**src/rtl/adpll_pkg.sv**
```systemverilog
// Shared definitions for the ADPLL test harness blocks.
// Holds the reference generator state encoding and its fixed limits.
package adpll_pkg;

    typedef enum logic [1:0] {
        ST_IDLE = 2'd0,
        ST_HIGH = 2'd1,
        ST_LOW  = 2'd2
    } ref_state_e;

    localparam int unsigned MIN_REF_PERIOD = 2;
    localparam int unsigned EDGE_CNT_WIDTH = 16;

endpackage

```
**src/rtl/ref_period_calc.sv**
```systemverilog
// Combinational period calculator: fractional carry, one-shot step, clamp,
// and the high/low split of the resulting reference period.
module ref_period_calc
    import adpll_pkg::*;
#(
    parameter int unsigned PERIOD_WIDTH = 16,
    parameter int unsigned FRAC_WIDTH   = 8,
    parameter int unsigned STEP_WIDTH   = 8
) (
    input  logic [PERIOD_WIDTH-1:0]      i_period,
    input  logic [FRAC_WIDTH-1:0]        i_frac,
    input  logic [FRAC_WIDTH-1:0]        i_acc,
    input  logic signed [STEP_WIDTH-1:0] i_step,
    output logic [FRAC_WIDTH-1:0]        o_acc_next,
    output logic [PERIOD_WIDTH-1:0]      o_high_len,
    output logic [PERIOD_WIDTH-1:0]      o_low_len
);

    localparam int unsigned SUM_WIDTH = PERIOD_WIDTH + 2;
    localparam logic signed [SUM_WIDTH-1:0] P_MIN = SUM_WIDTH'(MIN_REF_PERIOD);
    localparam logic signed [SUM_WIDTH-1:0] P_MAX = {2'b00, {PERIOD_WIDTH{1'b1}}};

    logic [FRAC_WIDTH:0]         w_frac_sum;
    logic signed [SUM_WIDTH-1:0] w_period_ext;
    logic signed [SUM_WIDTH-1:0] w_carry_ext;
    logic signed [SUM_WIDTH-1:0] w_step_ext;
    logic signed [SUM_WIDTH-1:0] w_p;
    logic [PERIOD_WIDTH-1:0]     w_p_clamp;

    // Accumulator wraps at 2^FRAC_WIDTH; the overflow bit is the carry.
    assign w_frac_sum   = {1'b0, i_acc} + {1'b0, i_frac};
    assign o_acc_next   = w_frac_sum[FRAC_WIDTH-1:0];

    assign w_period_ext = {2'b00, i_period};
    assign w_carry_ext  = SUM_WIDTH'(w_frac_sum[FRAC_WIDTH]);
    assign w_step_ext   = {{(SUM_WIDTH-STEP_WIDTH){i_step[STEP_WIDTH-1]}}, i_step};
    assign w_p          = w_period_ext + w_carry_ext + w_step_ext;

    always_comb begin
        w_p_clamp = w_p[PERIOD_WIDTH-1:0];
        if (w_p < P_MIN) begin
            w_p_clamp = PERIOD_WIDTH'(MIN_REF_PERIOD);
        end else if (w_p > P_MAX) begin
            w_p_clamp = {PERIOD_WIDTH{1'b1}};
        end
    end

    // Odd periods put the extra cycle in the low phase.
    assign o_high_len = w_p_clamp >> 1;
    assign o_low_len  = w_p_clamp - o_high_len;

endmodule

```
**src/rtl/ref_clk_gen.sv**
```systemverilog
// Programmable reference-clock transmitter: integer+fractional period,
// run/stop and one-shot phase steps, with edges only at period boundaries.
module ref_clk_gen
    import adpll_pkg::*;
#(
    parameter int unsigned PERIOD_WIDTH = 16,
    parameter int unsigned FRAC_WIDTH   = 8,
    parameter int unsigned STEP_WIDTH   = 8,
    parameter logic [PERIOD_WIDTH-1:0] DEFAULT_PERIOD = PERIOD_WIDTH'(8)
) (
    input  logic                        fpga_clk_i,
    input  logic                        reset_n_i,
    input  logic                        enable_i,
    input  logic                        cfg_valid_i,
    output logic                        cfg_ready_o,
    input  logic [PERIOD_WIDTH-1:0]     cfg_period_i,
    input  logic [FRAC_WIDTH-1:0]       cfg_frac_i,
    input  logic                        step_valid_i,
    output logic                        step_ready_o,
    input  logic signed [STEP_WIDTH-1:0] step_i,
    output logic                        ref_clk_o,
    output logic                        edge_o,
    output logic                        running_o,
    output logic [EDGE_CNT_WIDTH-1:0]   edge_count_o
);

    localparam logic [PERIOD_WIDTH-1:0]   CNT_ONE    = PERIOD_WIDTH'(1);
    localparam logic [PERIOD_WIDTH-1:0]   PERIOD_MIN = PERIOD_WIDTH'(MIN_REF_PERIOD);
    localparam logic [EDGE_CNT_WIDTH-1:0] EDGE_ONE   = EDGE_CNT_WIDTH'(1);

    ref_state_e                   r_state;
    logic [PERIOD_WIDTH-1:0]      r_cnt;
    logic [PERIOD_WIDTH-1:0]      r_low_len;
    logic [PERIOD_WIDTH-1:0]      r_period;
    logic [FRAC_WIDTH-1:0]        r_frac;
    logic [FRAC_WIDTH-1:0]        r_acc;
    logic [PERIOD_WIDTH-1:0]      r_cfg_period;
    logic [FRAC_WIDTH-1:0]        r_cfg_frac;
    logic                         r_cfg_ready;
    logic signed [STEP_WIDTH-1:0] r_step;
    logic                         r_step_ready;
    logic                         r_ref_clk;
    logic                         r_edge;
    logic                         r_running;
    logic [EDGE_CNT_WIDTH-1:0]    r_edge_cnt;

    logic                         w_cfg_pending;
    logic                         w_step_pending;
    logic                         w_cfg_accept;
    logic                         w_step_accept;
    logic                         w_period_end;
    logic                         w_boundary;
    logic [PERIOD_WIDTH-1:0]      w_cfg_period_min;
    logic [PERIOD_WIDTH-1:0]      w_calc_period;
    logic [FRAC_WIDTH-1:0]        w_calc_frac;
    logic [FRAC_WIDTH-1:0]        w_calc_acc;
    logic signed [STEP_WIDTH-1:0] w_calc_step;
    logic [FRAC_WIDTH-1:0]        w_acc_next;
    logic [PERIOD_WIDTH-1:0]      w_high_len;
    logic [PERIOD_WIDTH-1:0]      w_low_len;

    assign w_cfg_pending    = ~r_cfg_ready;
    assign w_step_pending   = ~r_step_ready;
    assign w_cfg_accept     = cfg_valid_i & r_cfg_ready;
    assign w_step_accept    = step_valid_i & r_step_ready;
    assign w_cfg_period_min = (cfg_period_i < PERIOD_MIN) ? PERIOD_MIN : cfg_period_i;

    assign w_period_end = (r_state == ST_LOW) && (r_cnt == '0);
    assign w_boundary   = enable_i && ((r_state == ST_IDLE) || w_period_end);

    // A pending config replaces the live one and restarts the fractional phase.
    assign w_calc_period = w_cfg_pending  ? r_cfg_period : r_period;
    assign w_calc_frac   = w_cfg_pending  ? r_cfg_frac   : r_frac;
    assign w_calc_acc    = w_cfg_pending  ? '0           : r_acc;
    assign w_calc_step   = w_step_pending ? r_step       : '0;

    ref_period_calc #(
        .PERIOD_WIDTH (PERIOD_WIDTH),
        .FRAC_WIDTH   (FRAC_WIDTH),
        .STEP_WIDTH   (STEP_WIDTH)
    ) u_period_calc (
        .i_period   (w_calc_period),
        .i_frac     (w_calc_frac),
        .i_acc      (w_calc_acc),
        .i_step     (w_calc_step),
        .o_acc_next (w_acc_next),
        .o_high_len (w_high_len),
        .o_low_len  (w_low_len)
    );

    always_ff @(posedge fpga_clk_i) begin
        if (!reset_n_i) begin
            r_state      <= ST_IDLE;
            r_cnt        <= '0;
            r_low_len    <= '0;
            r_period     <= DEFAULT_PERIOD;
            r_frac       <= '0;
            r_acc        <= '0;
            r_cfg_period <= '0;
            r_cfg_frac   <= '0;
            r_cfg_ready  <= 1'b1;
            r_step       <= '0;
            r_step_ready <= 1'b1;
            r_ref_clk    <= 1'b0;
            r_edge       <= 1'b0;
            r_running    <= 1'b0;
            r_edge_cnt   <= '0;
        end else begin
            r_edge <= 1'b0;

            if (w_cfg_accept) begin
                r_cfg_period <= w_cfg_period_min;
                r_cfg_frac   <= cfg_frac_i;
                r_cfg_ready  <= 1'b0;
            end
            if (w_step_accept) begin
                r_step       <= step_i;
                r_step_ready <= 1'b0;
            end

            case (r_state)
                ST_IDLE: begin
                    if (w_cfg_pending) begin
                        r_period    <= r_cfg_period;
                        r_frac      <= r_cfg_frac;
                        r_acc       <= '0;
                        r_cfg_ready <= 1'b1;
                    end
                end
                ST_HIGH: begin
                    if (r_cnt == '0) begin
                        r_state   <= ST_LOW;
                        r_ref_clk <= 1'b0;
                        r_cnt     <= r_low_len - CNT_ONE;
                    end else begin
                        r_cnt <= r_cnt - CNT_ONE;
                    end
                end
                ST_LOW: begin
                    if (r_cnt == '0) begin
                        r_state   <= ST_IDLE;
                        r_running <= 1'b0;
                    end else begin
                        r_cnt <= r_cnt - CNT_ONE;
                    end
                end
                default: begin
                    r_state <= ST_IDLE;
                end
            endcase

            // Period boundary: start a new high phase, consume pending slots.
            if (w_boundary) begin
                r_state    <= ST_HIGH;
                r_ref_clk  <= 1'b1;
                r_edge     <= 1'b1;
                r_running  <= 1'b1;
                r_edge_cnt <= r_edge_cnt + EDGE_ONE;
                r_cnt      <= w_high_len - CNT_ONE;
                r_low_len  <= w_low_len;
                r_acc      <= w_acc_next;
                if (w_cfg_pending) begin
                    r_period    <= r_cfg_period;
                    r_frac      <= r_cfg_frac;
                    r_cfg_ready <= 1'b1;
                end
                if (w_step_pending) begin
                    r_step_ready <= 1'b1;
                end
            end
        end
    end

    assign cfg_ready_o  = r_cfg_ready;
    assign step_ready_o = r_step_ready;
    assign ref_clk_o    = r_ref_clk;
    assign edge_o       = r_edge;
    assign running_o    = r_running;
    assign edge_count_o = r_edge_cnt;

endmodule

```
**config.mk**
```make
export PLATFORM = sky130hd
export DESIGN_NAME = ref_clk_gen
export DESIGN_NICKNAME = d
export VERILOG_FILES = /design/src/rtl/adpll_pkg.sv /design/src/rtl/ref_period_calc.sv /design/src/rtl/ref_clk_gen.sv
export SDC_FILE = /design/constraint.sdc
export NUM_CORES = 1
export LEC_CHECK = 0
export ABC_AREA = 1
export CORE_UTILIZATION = 30
export CTS_CLUSTER_SIZE = 8
export DETAILED_ROUTE_END_ITERATION = 10
export GPL_TIMING_DRIVEN = 0
export PLACE_DENSITY = 0.5
export RECOVER_POWER = 100
export SLEW_MARGIN = 20
export SYNTH_ARGS = -nofsm -noshare
export SYNTH_HDL_FRONTEND = slang
export SYNTH_SLANG_ARGS = --single-unit
```
**constraint.sdc**
```tcl
create_clock -name fpga_clk_i -period 11.67 [get_ports fpga_clk_i]
set_input_delay 2.334 -clock fpga_clk_i [delete_from_list [all_inputs] [get_ports fpga_clk_i]]
set_output_delay 2.334 -clock fpga_clk_i [all_outputs]
set_load 0.1 [all_outputs]
```
==> results of run 1 <==
area by class of cell:
type | count | area [um^2]
clock inverter | 14 | 140
tap | 390 | 488
multi-input combinational | 1009 | 5600
inverter | 204 | 776
fill | 3238 | 19000
clock buffer | 17 | 425
timing repair buffer | 57 | 571
buffer | 37 | 200
sequential | 119 | 2380
per-layer routing:
layer  routed length [um]  up-vias
met1                12800     3859
met2                11900      130
li1                     -     4551
met3                  874       18
met5                    0        -
met4                  300        0
worst min-delay path: cells and delay by family (launching register included):
family          cells  cell delay, ps
flops               1             290
buf+inv             1              60
compound gates      1              50
stage by stage:
stage          worst slack [ps]  hold WS [ps]  instances  instance area (um^2)
2_1_floorplan              3520           430       1369                  9000
3_5_place_dp               2700           449       1816                 10100
3_3_place_gp               2760           442       1816                 10100
5_1_grt                     888           467       1847                 10600
6_report                   1970           454       1847                 10600
4_1_cts                    2630           457       1847                 10600
cell families after synthesis:
logic type	synth area share (%)
muxes	0.445
DFF	26.5
and+or+nand+nor	30.6
AOI/OAI and AO/OA	16.6
adders and majority gates	10.3
xor gates and xnor gates	4.68
buffers and inverters	11.0
report_power, final:
part           internal (W)  total [W]  switching, W
clock              0.000298   0.000516      0.000218
combinational      0.000219   0.000620      0.000402
sequential         0.000450   0.000481     0.0000317
total              0.000966    0.00162      0.000652
path summary, 6_finish.rpt:
kind / startpoint / to / slack [ps] / cells after the start
min: r_step[3]$_SDFFE_PN0P_ / r_step[3]$_SDFFE_PN0P_ / 450 / 2
max: cfg_ready_o$_SDFF_PN1_ / r_low_len[12]$_SDFFE_PN0P_ / 1970 / 54
min reg2reg: r_step[3]$_SDFFE_PN0P_ / r_step[3]$_SDFFE_PN0P_ / 450 / 2
max reg2reg: cfg_ready_o$_SDFF_PN1_ / r_low_len[12]$_SDFFE_PN0P_ / 1970 / 54
placed cells by master (no fill, tap or decap), types with 13 or more instances in the layout:
cell             count
clkbuf_16           17
nand3_1             58
dlygate4sd3_1       24
or2_2               14
ha_1                69
inv_1              190
dfxtp_1            119
nand2_1            340
a21oi_1            116
nor3_1              21
a31oi_1             13
xor2_1              34
clkdlybuf4s50_1     33
nor2_1             128
clkbuf_1            28
o21ai_0             94
==> results.md, run 1 <==
* Routed vias/inst at 4.63
* ANT nets after route at 0
* Status: finished, violations left
* Vias at around 8600
* Hold_buf cts at 0
* Slew @ Worst Pin at slightly below 1000 ps
* DRC at 2
* Overflow after GRT at 0
* All-Layer GR Usage at 17.6%
* Slew headroom at around a third
* Core area at around 30000 um^2
* RePlAce Congestion at about 0.89
* Layout cells sized above 1 at roughly 7.0%
* H-tree levels at 4
* Peak supply drop at roughly 0.097 mV
* Tcrit/Tclk final at 83.2%
* Failing checks: DRC
* CP peak stage delay at 560 ps
* Die area at slightly above 30000 um^2
* Hold WC Path Type: reg2reg
* Initial antenna violation count at 0
* Total power at approximately 0.0016 W
* Synth top area share at a little over a quarter
* Yosys top cell by area: dfxtp_1
* Most common cell in the synthesized netlist: nand2_1
* Crit-path leading delay family: simple AND/OR/NAND/NOR gates
* Synthesized cell area at between 9000 and 10000 um^2
* Syn_nets at around 1500
* Synthesized instance count at 1369
* Net count, final at roughly 1600
* Port buffer count at 57
* Post-CTS sizing at 0
* Num CTS Buffers at 17
* Tmin final at a little under 10000 ps
* Worst EP arrival at around 10000 ps
* Max FO, Critical Path at 10
* Final setup vio count at 0
* Ys Warns at 0
* DRT Pass-1 Iters at 8
* Detailed Place HPWL at 20600 um
* Setup TNS at 0 ps
* Maximum clock frequency at ~100 MHz
* GR Layer Usage met2 at between 20 and 30%
* Top post-synthesis cells by area: dfxtp_1, nand2_1, ha_1
* WP buf/inv at 12
* # diodes at 0
* Final wirelength at between 20000 and 30000 um
* Hold Vio Cnt, Final at 0
* Setup crit start kind: flip-flop
* Largest net degree at the start of global routing at 17
* Max stage delay cell, worst path: nand2_1
* Clk sinks at about 120
* GR Util met1 at roughly a quarter
* Register area share after synthesis at 26.5%
* Slew Viols, Final at 0
* Synth unique cells at 60
* Max Buffers Root-to-Sink at 2
* Clock-pin slew on the worst setup and hold paths at approximately 60 ps
* CTS tree: yes
* Die width at ~180 um
* Routed len/inst at ~14 um
* # rows at 63
* I/O Pins at a little under 60
* Initial Util at 30.5%
* Global Route met3 Usage at 2.38%
* Ys flop type: dfxtp_1
* Async SR Flop Fraction at 0%
* WS Path Type: reg2reg
* Post-synth EDFFs at 0
* Setup Fix Bufs, Post-CTS at 0
* Initial DRC count at 460
* Post-synthesis area per instance at 6.58 um^2
* Clk_lat worst skew at 420 ps
* # Max-Cap Violations at 0
* Most used cell, CP: nor2_1
* Area delta synth->final at 17.5%
* Global-route wire length before repair at roughly 43000 um
* Gr busiest metal: met2
* CP endpoint kind: flip-flop
* Synth cell count leaders: nand2_1, inv_1, nor2_1
* Worst EP required at roughly 12000 ps
* CTS root buf: clkbuf_16
* Unrepaired setup endpoints after global routing: false
* FF+latch count, synth at between 100 and 150
* Number of global-route vias before repair at about 8200
* Util after Layout at 35.8%
* Layout Skew at between 15 and 20 ps
* Static Leak at between 5 and 6 nW
* Pwr dens at 153 nW/um^2
* Vert. Die Dim at between 150 and 200 um
Note: power is estimated with default switching activity, not from simulation.
==> run 2, diff against run 1 <==
--- a/config.mk
+++ b/config.mk
@@ -10,7 +10,7 @@
 export CTS_CLUSTER_SIZE = 8
 export DETAILED_ROUTE_END_ITERATION = 10
 export GPL_TIMING_DRIVEN = 0
-export PLACE_DENSITY = 0.5
+export PLACE_DENSITY = 0.52
 export RECOVER_POWER = 100
 export SLEW_MARGIN = 20
 export SYNTH_ARGS = -nofsm -noshare
==> constraint.sdc (replaced) <==
create_clock -name fpga_clk_i -period 8.6 [get_ports fpga_clk_i]
set_input_delay 1.72 -clock fpga_clk_i [delete_from_list [all_inputs] [get_ports fpga_clk_i]]
set_output_delay 1.72 -clock fpga_clk_i [all_outputs]
set_load 0.1 [all_outputs]
==> results.md, run 2 (same netlist as run 1, synthesis figures left out) <==
* Status: finished, violations left
* CP endpoint kind: flip-flop
* Routed len/inst at around 14 um
* Pwr dens at 206 nW/um^2
* Port buffer count at 57
* Worst EP arrival at around 8000 ps
* Num CTS Buffers at 17
* Initial DRC count at 490
* FF-to-FF Start: cfg_ready_o$_SDFF_PN1_
* Post-placement cell count at 1816
* Hold Vio Cnt, Final at 0
* Setup Fix Bufs, Post-CTS at 0
* Routed vias/inst at between 4 and 5
* WS Path Type: reg2reg
* ANT nets after route at 0
* CP peak stage delay at ~470 ps
* Most used cell, CP: nor2_1
* Vert. Die Dim at 175 um
* DRC at 2
* Tmin final at between 7000 and 8000 ps
* Hold wc startpoint: r_step[2]$_SDFFE_PN0P_
* All-Layer GR Usage at roughly 17%
* Largest net degree at the start of global routing at 29
* Initial antenna violation count at 0
* Peak supply drop at ~0.13 mV
* # Max-Cap Violations at 0
* Slew headroom at 33.5%
* Initial Util at a little under a third
* Die area at 30700 um^2
* Max Buffers Root-to-Sink at 2
* Unrepaired setup endpoints after global routing: false
* Setup crit start kind: flip-flop
* Area delta synth->final at 17.5%
* Final setup vio count at 0
* Net count, final at around 1600
* Core area at slightly below 30000 um^2
* Detailed Place HPWL at a little over 20000 um
* Static Leak at 5.04 nW
* Leading cell type in the layout, fill and taps excluded: nand2_1
* Most frequent cells in the layout: nand2_1, inv_1, nor2_1
* Worst reg2reg path depth at between 50 and 60
* DRT Pass-1 Iters at 8
* Slew Viols, Final at 0
* Clock-pin slew on the worst setup and hold paths at 60 ps
* Global-route wire length before repair at about 42000 um
* H-tree levels at 4
* Number of global-route vias before repair at 8202
* Post-Layout Cell Count at approximately 1800
* Clk sinks at about 120
* Max stage delay cell, worst path: fa_1
* Die width at ~180 um
* Worst Hold Depth at 2
* RePlAce Congestion at 0.893
* # rows at 63
* Clk_lat worst skew at ~440 ps
* Max FO, Critical Path at 19
* Hold_buf cts at 0
* Fin Hold WS at approximately 460 ps
* Slew @ Worst Pin at between 900 and 1000 ps
* Overflow after GRT at 0
* Layout cells sized above 1 at under 10%
* Tcrit/Tclk final at between 90% and 100%
* WHS Endpoint: r_step[2]$_SDFFE_PN0P_
* Vias at ~8600
* R2r endpoint: r_low_len[12]$_SDFFE_PN0P_
* Maximum clock frequency at 128 MHz
* CTS tree: yes
* CTS root buf: clkbuf_16
* Hold WC Path Type: reg2reg
* Layout Skew at between 20 and 25 ps
* Worst R2R Setup Slack at 780 ps
* Failing checks: DRC
* Worst EP required at between 8000 and 9000 ps
* Final wirelength at 25600 um
* I/O Pins at 58
* # diodes at 0
[run 2: cell type report]
type / count / area (um^2)
fillers: 3219 / 19000
multi-input cells: 1009 / 5610
flip-flops and latches: 119 / 2380
inverters: 204 / 776
repair buffers: 57 / 571
well taps: 390 / 488
clock buffers: 19 / 453
plain buffers: 34 / 204
clock inverters: 12 / 92.6
[run 2: routing by layer]
metal	up-vias	global-route usage, %	part of all wire, %
li1	4552	-	-
met1	3886	23.3	50
met2	146	28.6	45
met3	27	2.58	3.4
met4	0	4.17	1.1
met5	-	0	0
[run 2: repair_timing]
action | 4_1_cts | 5_1_grt
setup endpoints to repair | 6 | 11
resized for setup | 0 | 12
gates cloned | 0 | 0
[run 2: where the power goes]
part,internal [W],switching (W)
Clock,0.000386,0.000291
Sequential,0.000610,0.0000432
Combinational,0.000298,0.000548
Total,0.00129,0.000883
[run 2: stage by stage]
stage               utilization [%]  setup TNS [ps]  power, W  setup slack (ps)  area [um^2]
floorplan                         -               0   0.00129               453         9000
global placement               34.0            -782   0.00150              -303        10100
detailed placement             34.1            -918   0.00151              -346        10100
CTS                            35.9               0   0.00219              51.4        10600
global route                   35.8               0   0.00234              34.6        10600
finish                         35.8               0   0.00218               779        10600
[run 2: worst max path at each step]
stage	slack, ps	start	cells after the start	to
6_report	780	cfg_ready_o$_SDFF_PN1_	53	r_low_len[12]$_SDFFE_PN0P_
5_1_grt	30	cfg_ready_o$_SDFF_PN1_	53	r_low_len[12]$_SDFFE_PN0P_
4_1_cts	50	cfg_ready_o$_SDFF_PN1_	52	r_low_len[13]$_SDFFE_PN0P_
3_5_place_dp	-350	cfg_ready_o$_SDFF_PN1_	52	r_low_len[13]$_SDFFE_PN0P_
3_3_place_gp	-300	cfg_ready_o$_SDFF_PN1_	54	r_low_len[12]$_SDFFE_PN0P_
2_1_floorplan	450	cfg_ready_o$_SDFF_PN1_	54	r_low_len[12]$_SDFFE_PN0P_
[run 2: critical path: cells and delay by family (launching register included)]
family                   cells  cell delay (ps)
AO/OA/AOI/OAI               13             1800
flip-flops                   1              320
adder cells (fa/ha/maj)      5             1430
buffers and inverters       10             1100
AND/OR/NAND/NOR             24             2850
XOR/XNOR                     1              160
==> run 3, diff against run 2 <==
--- a/config.mk
+++ b/config.mk
@@ -7,6 +7,7 @@
 export LEC_CHECK = 0
 export ABC_AREA = 1
 export CORE_UTILIZATION = 30
+export CTS_BUF_LIST = sky130_fd_sc_hd__clkbuf_8
 export CTS_CLUSTER_SIZE = 8
 export DETAILED_ROUTE_END_ITERATION = 10
 export GPL_TIMING_DRIVEN = 0
==> results.md, run 3 (same netlist as run 1, synthesis figures left out) <==
* Clk_lat worst skew at roughly 460 ps
* Static Leak at between 4 and 5 nW
* Num CTS Buffers at 17
* Most frequent cells in the layout: nand2_1, inv_1, nor2_1
* # diodes at 0
* Max Buffers Root-to-Sink at 2
* Setup Fix Bufs, Post-CTS at 0
* Post-Layout Cell Count at about 1800
* WS Path Type: reg2reg
* Status: finished, violations left
* CTS root buf: clkbuf_8
* Routed vias/inst at ~4.7
* Core area at 29600 um^2
* WP depth at 53
* Util after Layout at a little over a third
* Vias at about 8600
* Tmin final at just under 8000 ps
* Worst EP required at between 8000 and 9000 ps
* Global-route wire length before repair at between 40000 and 50000 um
* Dpl ws at -346 ps
* Post-route cell area at 10400 um^2
* All-Layer GR Usage at 17.2%
* # rows at 63
* Tcrit/Tclk final at between 90% and 100%
* Hold wc startpoint: r_step[2]$_SDFFE_PN0P_
* Layout cells sized above 1 at under 10%
* Setup crit start kind: flip-flop
* DRT Pass-1 Iters at 8
* Leading cell type in the layout, fill and taps excluded: nand2_1
* Detailed Place HPWL at approximately 20000 um
* Worst Hold Depth at 2
* Final setup margin at roughly 760 ps
* Unrepaired setup endpoints after global routing: false
* Max FO, Critical Path at 19
* Worst setup path start: cfg_ready_o$_SDFF_PN1_
* Dpl cell area at slightly above 10000 um^2
* Port buffer count at 57
* Peak supply drop at a little under 0.09 mV
* Final setup vio count at 0
* WP buf/inv at 10
* Number of global-route vias before repair at just over 8000
* Slew headroom at between 30% and 40%
* Routed len/inst at approximately 14 um
* Net count, final at approximately 1600
* Worst EP arrival at roughly 8000 ps
* Hold WC Path Type: reg2reg
* Die area at about 30000 um^2
* Initial DRC count at 491
* Area delta synth->final at 15.4%
* ANT nets after route at 0
* CTS tree: yes
* Post-placement cell count at about 1800
* Failing checks: DRC
* Initial Util at slightly above 30%
* Clock-pin slew on the worst setup and hold paths at 80 ps
* CP peak stage delay at 470 ps
* Most used cell, CP: nor2_1
* Crit-path leading delay family: simple AND/OR/NAND/NOR gates
* Largest net degree at the start of global routing at 29
* Max stage delay cell, worst path: fa_1
* Final wirelength at 25400 um
* Vert. Die Dim at roughly 180 um
* Worst reg2reg path depth at 53
* Slew Viols, Final at 0
* H-tree levels at 4
* DRC at 2
* Initial antenna violation count at 0
* FF-to-FF Start: cfg_ready_o$_SDFF_PN1_
* # Max-Cap Violations at 0
* Pwr dens at between 150 and 200 nW/um^2
* Maximum clock frequency at about 130 MHz
* Overflow after GRT at 0
* Fin Hold WS at approximately 460 ps
* Hold Vio Cnt, Final at 0
* CP endpoint kind: flip-flop
* Clk sinks at about 120
* I/O Pins at 58
* Layout Skew at about 27 ps
* RePlAce Congestion at 0.893
* Slew @ Worst Pin at between 900 and 1000 ps
* Die width at around 180 um
[run 3: repair_timing]
| item | in CTS | in global routing |
|---|---|---|
| endpoints found under the setup margin | 6 | 11 |
| hold buffers | 0 | 0 |
| resized for setup | 0 | 13 |
[run 3: area by class of cell]
cell class / instances / area, um^2
flip-flops and latches: 119 / 2380
inverters: 204 / 776
clock inverters: 12 / 92.6
clock buffers: 19 / 262
fillers: 3244 / 19200
multi-input cells: 1009 / 5610
plain buffers: 34 / 213
repair buffers: 57 / 571
well taps: 390 / 488
[run 3: stage by stage]
step	total power, W	TNS [ps]
2_1_floorplan	0.00129	0
5_1_grt	0.00214	0
4_1_cts	0.00199	0
3_5_place_dp	0.00151	-918
6_report	0.00198	0
3_3_place_gp	0.00150	-782
[run 3: worst register-to-register path, delay by kind of cell (launching register included)]
family                     cells  cell delay [ps]
xor gates and xnor gates       1              160
DFF                            1              350
buffers and inverters         10             1170
adders and majority gates      5             1700
and+or+nand+nor               24             2480
AOI/OAI and AO/OA             13             1870
[run 3: power breakdown]
part | leakage [nW] | switching [W] | internal (W) | total [W]
logic | 3.80 | 0.000545 | 0.000299 | 0.000843
clock network | 0.184 | 0.000264 | 0.000218 | 0.000482
registers | 0.977 | 0.0000430 | 0.000609 | 0.000652
total | 4.96 | 0.000852 | 0.00113 | 0.00198
[run 3: path summary, 6_finish.rpt]
check	end	slack, ps
max	r_low_len[12]$_SDFFE_PN0P_	760
min	r_step[2]$_SDFFE_PN0P_	460
max reg2reg	r_low_len[12]$_SDFFE_PN0P_	760
min reg2reg	r_step[2]$_SDFFE_PN0P_	460
[run 3: routing by layer]
layer  up-vias  track usage (%)  part of all wire, %
met2       149             28.6                   46
met4         0             4.06                  1.0
met1      3861             23.4                   50
met5         -                0                    0
met3        22             2.32                  3.0
li1       4551                -                    -
